==> config.mk <==
export PLATFORM = sky130hd
export DESIGN_NAME = sim_ctrl
export DESIGN_NICKNAME = d
export VERILOG_FILES = /design/src/rtl/sim_ctrl_pkg.sv /design/src/rtl/sync_fifo.sv /design/src/rtl/sim_ctrl.sv
export SDC_FILE = /design/constraint.sdc
export NUM_CORES = 1
export LEC_CHECK = 0
export BUFFER_PORTS_ARGS = -buffer_cell sky130_fd_sc_hd__buf_2
export CORE_MARGIN = 3
export CORE_UTILIZATION = 40
export DETAILED_ROUTE_END_ITERATION = 12
export HOLD_SLACK_MARGIN = 0.06
export PLACE_DENSITY = 0.64
export SLEW_MARGIN = 20
export SYNTH_ARGS = -nofsm -noshare
export SYNTH_HDL_FRONTEND = slang
export SYNTH_HIERARCHICAL = 1
export SYNTH_SLANG_ARGS = --single-unit
export TNS_END_PERCENT = 10
==> constraint.sdc <==
create_clock -name clk -period 2.1 [get_ports clk]
set_input_delay 0.315 -clock clk [delete_from_list [all_inputs] [get_ports clk]]
set_output_delay 0.315 -clock clk [all_outputs]
set_load 0.1 [all_outputs]
==> src/rtl/sim_ctrl_pkg.sv <==
// sim_ctrl_pkg
//   Shared definitions for the simulation-control peripheral:
//   register addresses, the exit codes the controller generates itself,
//   and the run-control state encoding.
package sim_ctrl_pkg;

    localparam logic [2:0] REG_EXIT   = 3'd0;
    localparam logic [2:0] REG_CON    = 3'd1;
    localparam logic [2:0] REG_WDOG   = 3'd2;
    localparam logic [2:0] REG_STATUS = 3'd3;
    localparam logic [2:0] REG_CYC0   = 3'd4;
    localparam logic [2:0] REG_CYC1   = 3'd5;
    localparam logic [2:0] REG_CYC2   = 3'd6;
    localparam logic [2:0] REG_CYC3   = 3'd7;

    localparam logic [7:0] EXIT_TIMEOUT = 8'hFF;
    localparam logic [7:0] EXIT_WDOG    = 8'hFE;

    typedef enum logic {
        ST_RUN,
        ST_DONE
    } state_t;

endpackage

==> src/rtl/sync_fifo.sv <==
// sync_fifo
//   Single-clock first-word-fall-through FIFO. The head entry is always
//   visible on pop_data while empty=0. A push into a full FIFO is dropped
//   and latches the sticky overflow flag, unless a pop happens in the same
//   cycle, in which case both succeed and the level is unchanged.
//
// Ports
//   clk, reset        system clock, synchronous active-high reset
//   push, push_data   write request and data
//   pop               read request (ignored when empty)
//   pop_data          head entry
//   full, empty       occupancy flags
//   level             number of stored entries (0..DEPTH)
//   overflow          sticky: a push was dropped since reset
module sync_fifo #(
    parameter int WIDTH = 8,
    parameter int DEPTH = 16
) (
    input  logic                       clk,
    input  logic                       reset,
    input  logic                       push,
    input  logic [WIDTH-1:0]           push_data,
    input  logic                       pop,
    output logic [WIDTH-1:0]           pop_data,
    output logic                       full,
    output logic                       empty,
    output logic [$clog2(DEPTH+1)-1:0] level,
    output logic                       overflow
);

    localparam int AW = $clog2(DEPTH);
    localparam int LW = $clog2(DEPTH + 1);

    logic [WIDTH-1:0] mem [DEPTH];
    logic [AW-1:0]    wr_ptr;
    logic [AW-1:0]    rd_ptr;
    logic             do_push;
    logic             do_pop;

    assign empty    = (level == '0);
    assign full     = (level == LW'(DEPTH));
    assign pop_data = mem[rd_ptr];

    // A pop frees the slot being written this cycle, so a full FIFO can
    // still accept a push when it is popped at the same time.
    assign do_pop  = pop && !empty;
    assign do_push = push && (!full || do_pop);

    // Pointers wrap naturally because DEPTH is a power of two.
    always_ff @(posedge clk) begin
        if (reset) begin
            wr_ptr   <= '0;
            rd_ptr   <= '0;
            level    <= '0;
            overflow <= 1'b0;
        end else begin
            if (do_push) begin
                wr_ptr <= wr_ptr + AW'(1);
            end
            if (do_pop) begin
                rd_ptr <= rd_ptr + AW'(1);
            end
            case ({do_push, do_pop})
                2'b10:   level <= level + LW'(1);
                2'b01:   level <= level - LW'(1);
                default: level <= level;
            endcase
            if (push && !do_push) begin
                overflow <= 1'b1;
            end
        end
    end

    // Storage needs no reset; only entries between the pointers are visible.
    always_ff @(posedge clk) begin
        if (do_push) begin
            mem[wr_ptr] <= push_data;
        end
    end

endmodule

==> src/rtl/sim_ctrl.sv <==
// sim_ctrl
//   Memory-mapped simulation-control peripheral. Firmware ends the run by
//   writing EXIT; otherwise a watchdog (armed by the first WDOG write) or a
//   global cycle budget ends it with EXIT_WDOG / EXIT_TIMEOUT. Once finished
//   the controller stays in DONE until reset and the cycle counter freezes.
//   Characters written to CON stream out through a console FIFO.
//
//   Optional build macro: SIM_CTRL_CONSOLE_EN enables the console FIFO.
//   Without it, CON writes are ignored, con_valid/con_data stay 0 and
//   STATUS reports an empty FIFO. The con_* ports exist in both builds.
//
// Ports
//   clk, reset   system clock, synchronous active-high reset
//   cs, we       register select and write strobe
//   addr, wdata  register address and write data
//   rdata        registered read data, valid the cycle after a read
//   finish       run has ended (sticky until reset)
//   exit_code    reason/code, valid while finish=1
//   con_valid    console byte available
//   con_data     console byte
//   con_ready    consumer accepts byte when con_valid & con_ready
module sim_ctrl
    import sim_ctrl_pkg::*;
#(
    parameter int MAX_CYCLES  = 100000,
    parameter int WDOG_CYCLES = 4096,
    parameter int CNT_W       = 32,
    parameter int FIFO_DEPTH  = 16
) (
    input  logic       clk,
    input  logic       reset,
    input  logic       cs,
    input  logic       we,
    input  logic [2:0] addr,
    input  logic [7:0] wdata,
    output logic [7:0] rdata,
    output logic       finish,
    output logic [7:0] exit_code,
    output logic       con_valid,
    output logic [7:0] con_data,
    input  logic       con_ready
);

    localparam int LW   = $clog2(FIFO_DEPTH + 1);
    localparam int WD_W = $clog2(WDOG_CYCLES + 2);

    state_t            state;
    state_t            state_next;
    logic [7:0]        exit_q;
    logic [7:0]        exit_next;
    logic [CNT_W-1:0]  cnt;
    logic [31:0]       cnt_ext;
    logic [31:0]       snap;
    logic [WD_W-1:0]   wd_cnt;
    logic              wd_armed;
    logic              exit_wr;
    logic              wdog_wr;
    logic              con_wr;
    logic              wdog_expire;
    logic              budget_hit;
    logic [7:0]        rd_val;
    logic [3:0]        lvl4;
    logic [7:0]        status;

    logic              fifo_full;
    logic              fifo_empty;
    logic              fifo_ovf;
    logic [LW-1:0]     fifo_level;

    assign exit_wr = cs && we && (addr == REG_EXIT);
    assign wdog_wr = cs && we && (addr == REG_WDOG) && (state == ST_RUN);
    assign con_wr  = cs && we && (addr == REG_CON);

    // Expiry is flagged while the count is 1 so finish rises exactly
    // WDOG_CYCLES edges after the last kick; a kick in that cycle wins.
    assign wdog_expire = wd_armed && (wd_cnt == WD_W'(1)) && !wdog_wr && (state == ST_RUN);
    assign budget_hit  = (MAX_CYCLES != 0) && (cnt == CNT_W'(MAX_CYCLES - 1));

    assign finish    = (state == ST_DONE);
    assign exit_code = exit_q;
    assign cnt_ext   = 32'(cnt);

    // Run-control state register.
    always_ff @(posedge clk) begin
        if (reset) begin
            state  <= ST_RUN;
            exit_q <= 8'h00;
        end else begin
            state  <= state_next;
            exit_q <= exit_next;
        end
    end

    // Leave RUN on the highest-priority event: EXIT write, then watchdog,
    // then budget. DONE absorbs everything until reset.
    always_comb begin
        state_next = state;
        exit_next  = exit_q;
        case (state)
            ST_RUN: begin
                if (exit_wr) begin
                    state_next = ST_DONE;
                    exit_next  = wdata;
                end else if (wdog_expire) begin
                    state_next = ST_DONE;
                    exit_next  = EXIT_WDOG;
                end else if (budget_hit) begin
                    state_next = ST_DONE;
                    exit_next  = EXIT_TIMEOUT;
                end
            end
            default: begin
                state_next = ST_DONE;
            end
        endcase
    end

    // The counter only advances while the run continues past this edge, so
    // the value read after finish is the last cycle spent in RUN.
    always_ff @(posedge clk) begin
        if (reset) begin
            cnt <= '0;
        end else if ((state_next == ST_RUN) && (cnt != '1)) begin
            cnt <= cnt + CNT_W'(1);
        end
    end

    // Watchdog down-counter; a zero period leaves it permanently disarmed.
    always_ff @(posedge clk) begin
        if (reset) begin
            wd_armed <= 1'b0;
            wd_cnt   <= '0;
        end else if (wdog_wr && (WDOG_CYCLES != 0)) begin
            wd_armed <= 1'b1;
            wd_cnt   <= WD_W'(WDOG_CYCLES);
        end else if (wd_armed && (state == ST_RUN) && (wd_cnt != '0)) begin
            wd_cnt <= wd_cnt - WD_W'(1);
        end
    end

`ifdef SIM_CTRL_CONSOLE_EN
    logic [7:0] fifo_head;
    logic       fifo_pop;

    assign fifo_pop  = con_valid && con_ready;
    assign con_valid = !fifo_empty;
    assign con_data  = con_valid ? fifo_head : 8'h00;

    sync_fifo #(
        .WIDTH (8),
        .DEPTH (FIFO_DEPTH)
    ) u_con_fifo (
        .clk       (clk),
        .reset     (reset),
        .push      (con_wr),
        .push_data (wdata),
        .pop       (fifo_pop),
        .pop_data  (fifo_head),
        .full      (fifo_full),
        .empty     (fifo_empty),
        .level     (fifo_level),
        .overflow  (fifo_ovf)
    );
`else
    logic unused_console;

    assign unused_console = con_ready ^ con_wr;
    assign con_valid      = 1'b0;
    assign con_data       = 8'h00;
    assign fifo_full      = 1'b0;
    assign fifo_empty     = 1'b1;
    assign fifo_ovf       = 1'b0;
    assign fifo_level     = '0;
`endif

    assign lvl4   = (32'(fifo_level) > 32'd15) ? 4'hF : 4'(fifo_level);
    assign status = {finish, fifo_full, fifo_empty, fifo_ovf, lvl4};

    // Read mux. CYC byte 0 returns the live counter (which is what gets
    // snapshotted); the upper bytes come from the snapshot.
    always_comb begin
        rd_val = 8'h00;
        case (addr)
            REG_STATUS: rd_val = status;
            REG_CYC0:   rd_val = cnt_ext[7:0];
            REG_CYC1:   rd_val = snap[15:8];
            REG_CYC2:   rd_val = snap[23:16];
            REG_CYC3:   rd_val = snap[31:24];
            default:    rd_val = 8'h00;
        endcase
    end

    // Registered read data and counter snapshot.
    always_ff @(posedge clk) begin
        if (reset) begin
            rdata <= 8'h00;
            snap  <= '0;
        end else if (cs && !we) begin
            rdata <= rd_val;
            if (addr == REG_CYC0) begin
                snap <= cnt_ext;
            end
        end
    end

endmodule

After elaboration in Yosys (flattened, before gate mapping)

Cells that the tools add are included.

Reduce and logical (&&, ||, !) cells: 20
Equal/unequal tests: 9
$add $sub $neg: 2
Muxes and demuxes: 10
Bitwise gates (word level): 2

Operators by type and width:

| operator                                                                 | number |
|---|---|
| 8-bit one-hot mux with 5 select lines                                    | 1 |
| 32-bit by 1-bit adder with 32-bit output (second input constant)         | 1 |
| 32-bit by 17-bit equality test with 1-bit output (second input constant) | 1 |
| 32-bit inequality test (second input constant)                           | 1 |
| 13-bit two-way mux                                                       | 2 |
| 8-bit two-way mux                                                        | 3 |
| 13-bit by 1-bit equality test with 1-bit output (second input constant)  | 1 |
| 13-bit nonzero test                                                      | 1 |
| 13-bit by 1-bit subtractor with 13-bit output (second input constant)    | 1 |
| 3-bit equality test (second input constant)                              | 4 |
| 1-bit logical AND                                                        | 11 |
| 3-bit by 2-bit equality test with 1-bit output (second input constant)   | 2 |
| 1-bit two-way mux                                                        | 4 |
| 2-bit AND reduction                                                      | 2 |
| 3-bit zero test                                                          | 1 |
| 3-bit nonzero test                                                       | 1 |
| 1-bit zero test                                                          | 2 |
| 1-bit inverter                                                           | 2 |
| 2-bit nonzero test                                                       | 1 |
| 2-bit OR reduction                                                       | 1 |

Flip-flop bits (word level): 95
Output and inout bits: 26
Logic and storage cells: 51
Bits of input ports: 16

Depth between registers and ports, before layout

Depth in word-level cells: 11
Gate-level depth with buffers: 9
Depth with buffers taken out: 7

Worst setup path after synthesis

OpenSTA, ideal clock, no wires.

Path kind: register to register
Start point: reg state (netlist: finish)
End point: reg cnt[31]
Path buffers: 1
Arrival: 2.351 ns
Slack: -0.372 ns
Library setup time: 0.121 ns
Data required time: 1.979 ns
Cell stages (with the launch flop): 8
Clock period less this slack: 2.472 ns
Path through: dfxtp_1 > nor2b_1 > o311a_1 > o2bb2a_4 > nand3_4 > buf_6 > nor4_1 > mux2_2

Cells in the longest elaborated chain, start to end: 10

RTL lines:

| item                            | RTL line        | RTL |
|---|---|---|
| start: declaration              | sim_ctrl.sv:47  | `state_t state;` |
| start signal: assignment        | sim_ctrl.sv:89  | `state <= state_next;` |
| 1-bit inverter (no source line) | --              |  |
| 1-bit logical AND               | sim_ctrl.sv:71  | `assign wdog_wr = cs && we && (addr == REG_WDOG) && (state == ST_RUN);` |
| 1-bit zero test                 | sim_ctrl.sv:76  | `assign wdog_expire = wd_armed && (wd_cnt == WD_W'(1)) && !wdog_wr && (state == ST_RUN);` |
| 1-bit logical AND (2 in a row)  | sim_ctrl.sv:76  |  |
| 1-bit two-way mux               | sim_ctrl.sv:104 | `end else if (wdog_expire) begin` |
| 1-bit two-way mux               | sim_ctrl.sv:101 | `if (exit_wr) begin` |
| 1-bit two-way mux *             | sim_ctrl.sv:99  | `case (state)` |
| 1-bit inverter *                | sim_ctrl.sv:123 | `end else if ((state_next == ST_RUN) && (cnt != '1)) begin` |
| 1-bit logical AND *             | sim_ctrl.sv:123 |  |
| end signal: assignment          | sim_ctrl.sv:124 | `cnt <= cnt + CNT_W'(1);` |
| end: declaration                | sim_ctrl.sv:51  | `logic [CNT_W-1:0] cnt;` |

Every way passes the cells marked *; elsewhere a longest branch is shown, timed or not.
A chain may end at the register's enable or synchronous reset.

Worst setup path after layout

Start point: reg cnt[0]
End point: reg cnt[31]

Cells in the longest elaborated chain, start to end: 7
Elaborated cells between the ends (all ways): 9
Those cells by class: add/sub: 1; eq/ne: 2; mux: 4; bitwise: 1; reduce/logical: 1

RTL lines:

| item |
|---|
| branches (longest 7 deep; another with 32-bit by 1-bit adder with 32-bit output) |

Parallel ways; which one is timed is not known.

==> reports/qor.yml <==
pwr:
  ir_worst_vdd_uv: 343
  p_sw_frac: 0.264
  p_comb_frac: 0.102
  total_power_mw: 3.17
  pwr_density_cell_mw_per_mm2: 624
  power_leakage_nw: 1.83
  seqPwrFrac: 0.528
  clock_power_share: 0.371
  power.switching_uw: 836
  power.internal_mw: 2.33
place:
  place_congestion: 0.805
  dp_hpwl_mm: 7.73
  placed_area_sq_mm: 0.00473
  numPortBuffers: 31
timing:
  clock.fmax_mhz: 498
  fin_setup_tns_ns: 0
  skew_ns: 0.0110
  period_minus_slack_ns: 2.01
  finalSetupViolations: 0
  hold_viol: 0
  fin_crit_sh: 0.956
  fin_hold_ws_ns: 0.217
  slew_violations: 0
  rsz0062_at_grt: "yes"
die:
  initial_core_util: 0.417
  core_area_sq_mm: 0.00991
  die_area_sq_mm: 0.0116
  top_level_ports: 42
  chipHeight_microns: 108
  die-width_microns: 108
  rows: 36
synthesis:
  async_flop_share: 0
  synth_cells: 497
  yosys-top-cells-area: "dfxtp_1, a21oi_1, nand2_1"
  synthesis.area_sq_mm: 0.00413
  yosysWarnings: 6
  yosysUniqueCellTypes: 45
  ys_seq_elements: 87
  synth_top_cell_by_area: "dfxtp_1"
  synth.avg_cell_area_sq_um: 8.31
  synthDominantCellAreaShare: 0.422
  synth.yosys.seq_area_share: 0.422
  synthFlopType: "dfxtp_1"
  synth_edf_count: 0
critical_path:
  critPathLaunch: "cnt[0]"
  cp.required_ns: 2.37
  critPathMaxFanout: 12
  rr_worst_depth: 8
  critPathLaunchType: "register"
  r2r_start: "cnt[0]"
  crit_path_end: "cnt[31]"
  rrSetupSlack_ns: 0.09
  crit_path_end_kind: "register"
  critPathArrivalTime_ns: 2.28
  reg2reg_to: "cnt[31]"
  crit_type: "register to register"
clocking:
  worstSkewPairLatency_ns: 0.37
  clk_path_buf_depth: 2
  tritoncts: "done"
  clk_pin_slew_ns: 0.09
  htree_num_levels: 3
  cts.sinks: 87
  root_buffer: "clkbuf_8"
  cts_hold_buf: 0
  numCtsBuffers: 9
worst_hold_path:
  holdCritPathClass: "primary input to register"
detailed_routing:
  dr_total_vias: 3835
  ant_nets: 0
  avgViaCountPerCell: 5.45
  drt_iter0_drc: 235
  drcViolationCount: 0
  drt-total-wl_mm: 10.9
  wl_per_cell_microns: 15.5
  dr.pass1.iters: 4
grt:
  antenna_found_initial: 0
  grt_pass1_vias: 3622
  grt_pass1_wl_mm: 17.4
  overflow: 0
  grt_use_total: 0.190
  grt_max_degree: 28
cells_and_area:
  finalInstanceArea_sq_mm: 0.00508
  utilization: 0.512
  diodes: 0
  areaGrowthSynthToFinish_pct: 23.0
  nets: 586
  drive_gt1_frac: 0.242
outcome:
  status: "finished clean"
run:
  drv_cap: 0
==> synthesized netlist by cell type, types with 4 or more instances <==
cell / instances
a22oi_1: 6
xor2_1: 9
nor3_1: 22
ha_1: 4
and3_1: 7
nand2b_1: 5
mux4_2: 7
or4_1: 10
clkbuf_1: 20
o31ai_1: 9
nor2_1: 46
dfxtp_1: 87
and2_1: 4
nor2b_1: 8
inv_1: 8
nor4_1: 6
mux2_2: 4
nand2_1: 65
nand3_1: 18
or3_1: 19
a21oi_1: 56
o21ai_0: 17
buf_4: 11
nand4_1: 17
==> worst max-delay path, cell delays in order, from the launching register on <==
cell	delay, ns
dfxtp_1	0.33
ha_2	0.20
and4_1	0.20
nand4_1	0.10
o2bb2a_4	0.16
nand3_4	0.12
buf_12	0.18
nor4_1	0.24
mux2_2	0.36
==> timing repair <==
item / CTS / global route
buffers inserted: 0 / 2
endpoints found under the setup margin: 0 / 34
resized for setup: 0 / 20
endpoints found under the hold margin: 0 / 0
==> routing by layer <==
| metal | wire [microns] | GRT usage |
|---|---|---|
| met3 | 593 | 0.0492 |
| met1 | 4880 | 0.239 |
| met5 | 0 | 0 |
| met4 | 197 | 0.0667 |
| met2 | 5240 | 0.316 |
==> layout by cell type, fill, tap and decap left out, types with 4 or more instances in the layout <==
master	n
mux2_2	4
clkbuf_8	10
nor4_2	5
nand2b_1	5
conb_1	9
nor2_1	45
and3_1	6
o31ai_1	9
buf_2	31
nand4_1	17
buf_4	49
buf_12	5
dfxtp_1	81
a21oi_1	54
mux4_2	7
or3_1	18
inv_1	8
or4_1	9
nor3_1	21
o21ai_0	17
a22oi_1	6
nor2b_1	8
xor2_1	9
nand2_1	65
nand3_1	18
dfxtp_2	5
==> registers in the layout (all words and copies together) (netlist names) <==
| signal | flops |
|---|---|
| cnt | 32 |
| snap | 24 |
| wd_cnt | 13 |
| exit_code | 8 |
| rdata | 8 |
| finish | 1 |
| wd_armed | 1 |
==> kinds of logic after synthesis <==
logic type,after synthesis,synth area share
AOI/OAI and AO/OA,97,0.136
adders and majority gates,4,0.0121
DFF,87,0.422
muxes,13,0.0539
other,1,0.000908
buffers and inverters,45,0.0533
and+or+nand+nor,238,0.296
xor gates and xnor gates,12,0.0255
==> power by group through the flow <==
stage	combinational, mW	clock (mW)	sequential, mW
floorplan	0.184	0	1.76
global placement	0.301	0	1.71
detailed placement	0.307	0	1.71
CTS	0.308	1.21	1.67
global route	0.342	1.27	1.67
finish	0.322	1.18	1.67
==> how the worst min path moves through the flow <==
stage | depth (start not counted) | from | endpoint | slack, ns
3_3_place_gp | 2 | snap[31] | snap[31] | 0.44
4_1_cts | 3 | wdata[7] | exit_code[7] | 0.20
3_5_place_dp | 2 | snap[21] | snap[21] | 0.45
5_1_grt | 3 | wdata[6] | exit_code[6] | 0.21
6_report | 3 | wdata[7] | exit_code[7] | 0.22
2_1_floorplan | 2 | snap[29] | snap[29] | 0.43
==> per-stage QoR <==
step                      cells  setup slack [ns]
after detailed placement    684           -0.0806
after CTS                   700            0.0173
after floorplan             505            0.0998
final                       704            0.0916
after global placement      684           -0.0570
after global routing        704           -0.0194
==> area by class of cell <==
| cell class | count | area (sq um) |
|---|---|---|
| Clock inverter | 4 | 45.0 |
| Fill cell | 976 | 4830 |
| Clock buffer | 12 | 145 |
| Inverter | 8 | 30.0 |
| Timing Repair Buffer | 87 | 673 |
| Tap cell | 133 | 166 |
| Sequential cell | 87 | 1750 |
| Multi-Input combinational cell | 373 | 2270 |
Note: power is estimated with default switching activity, not from simulation.
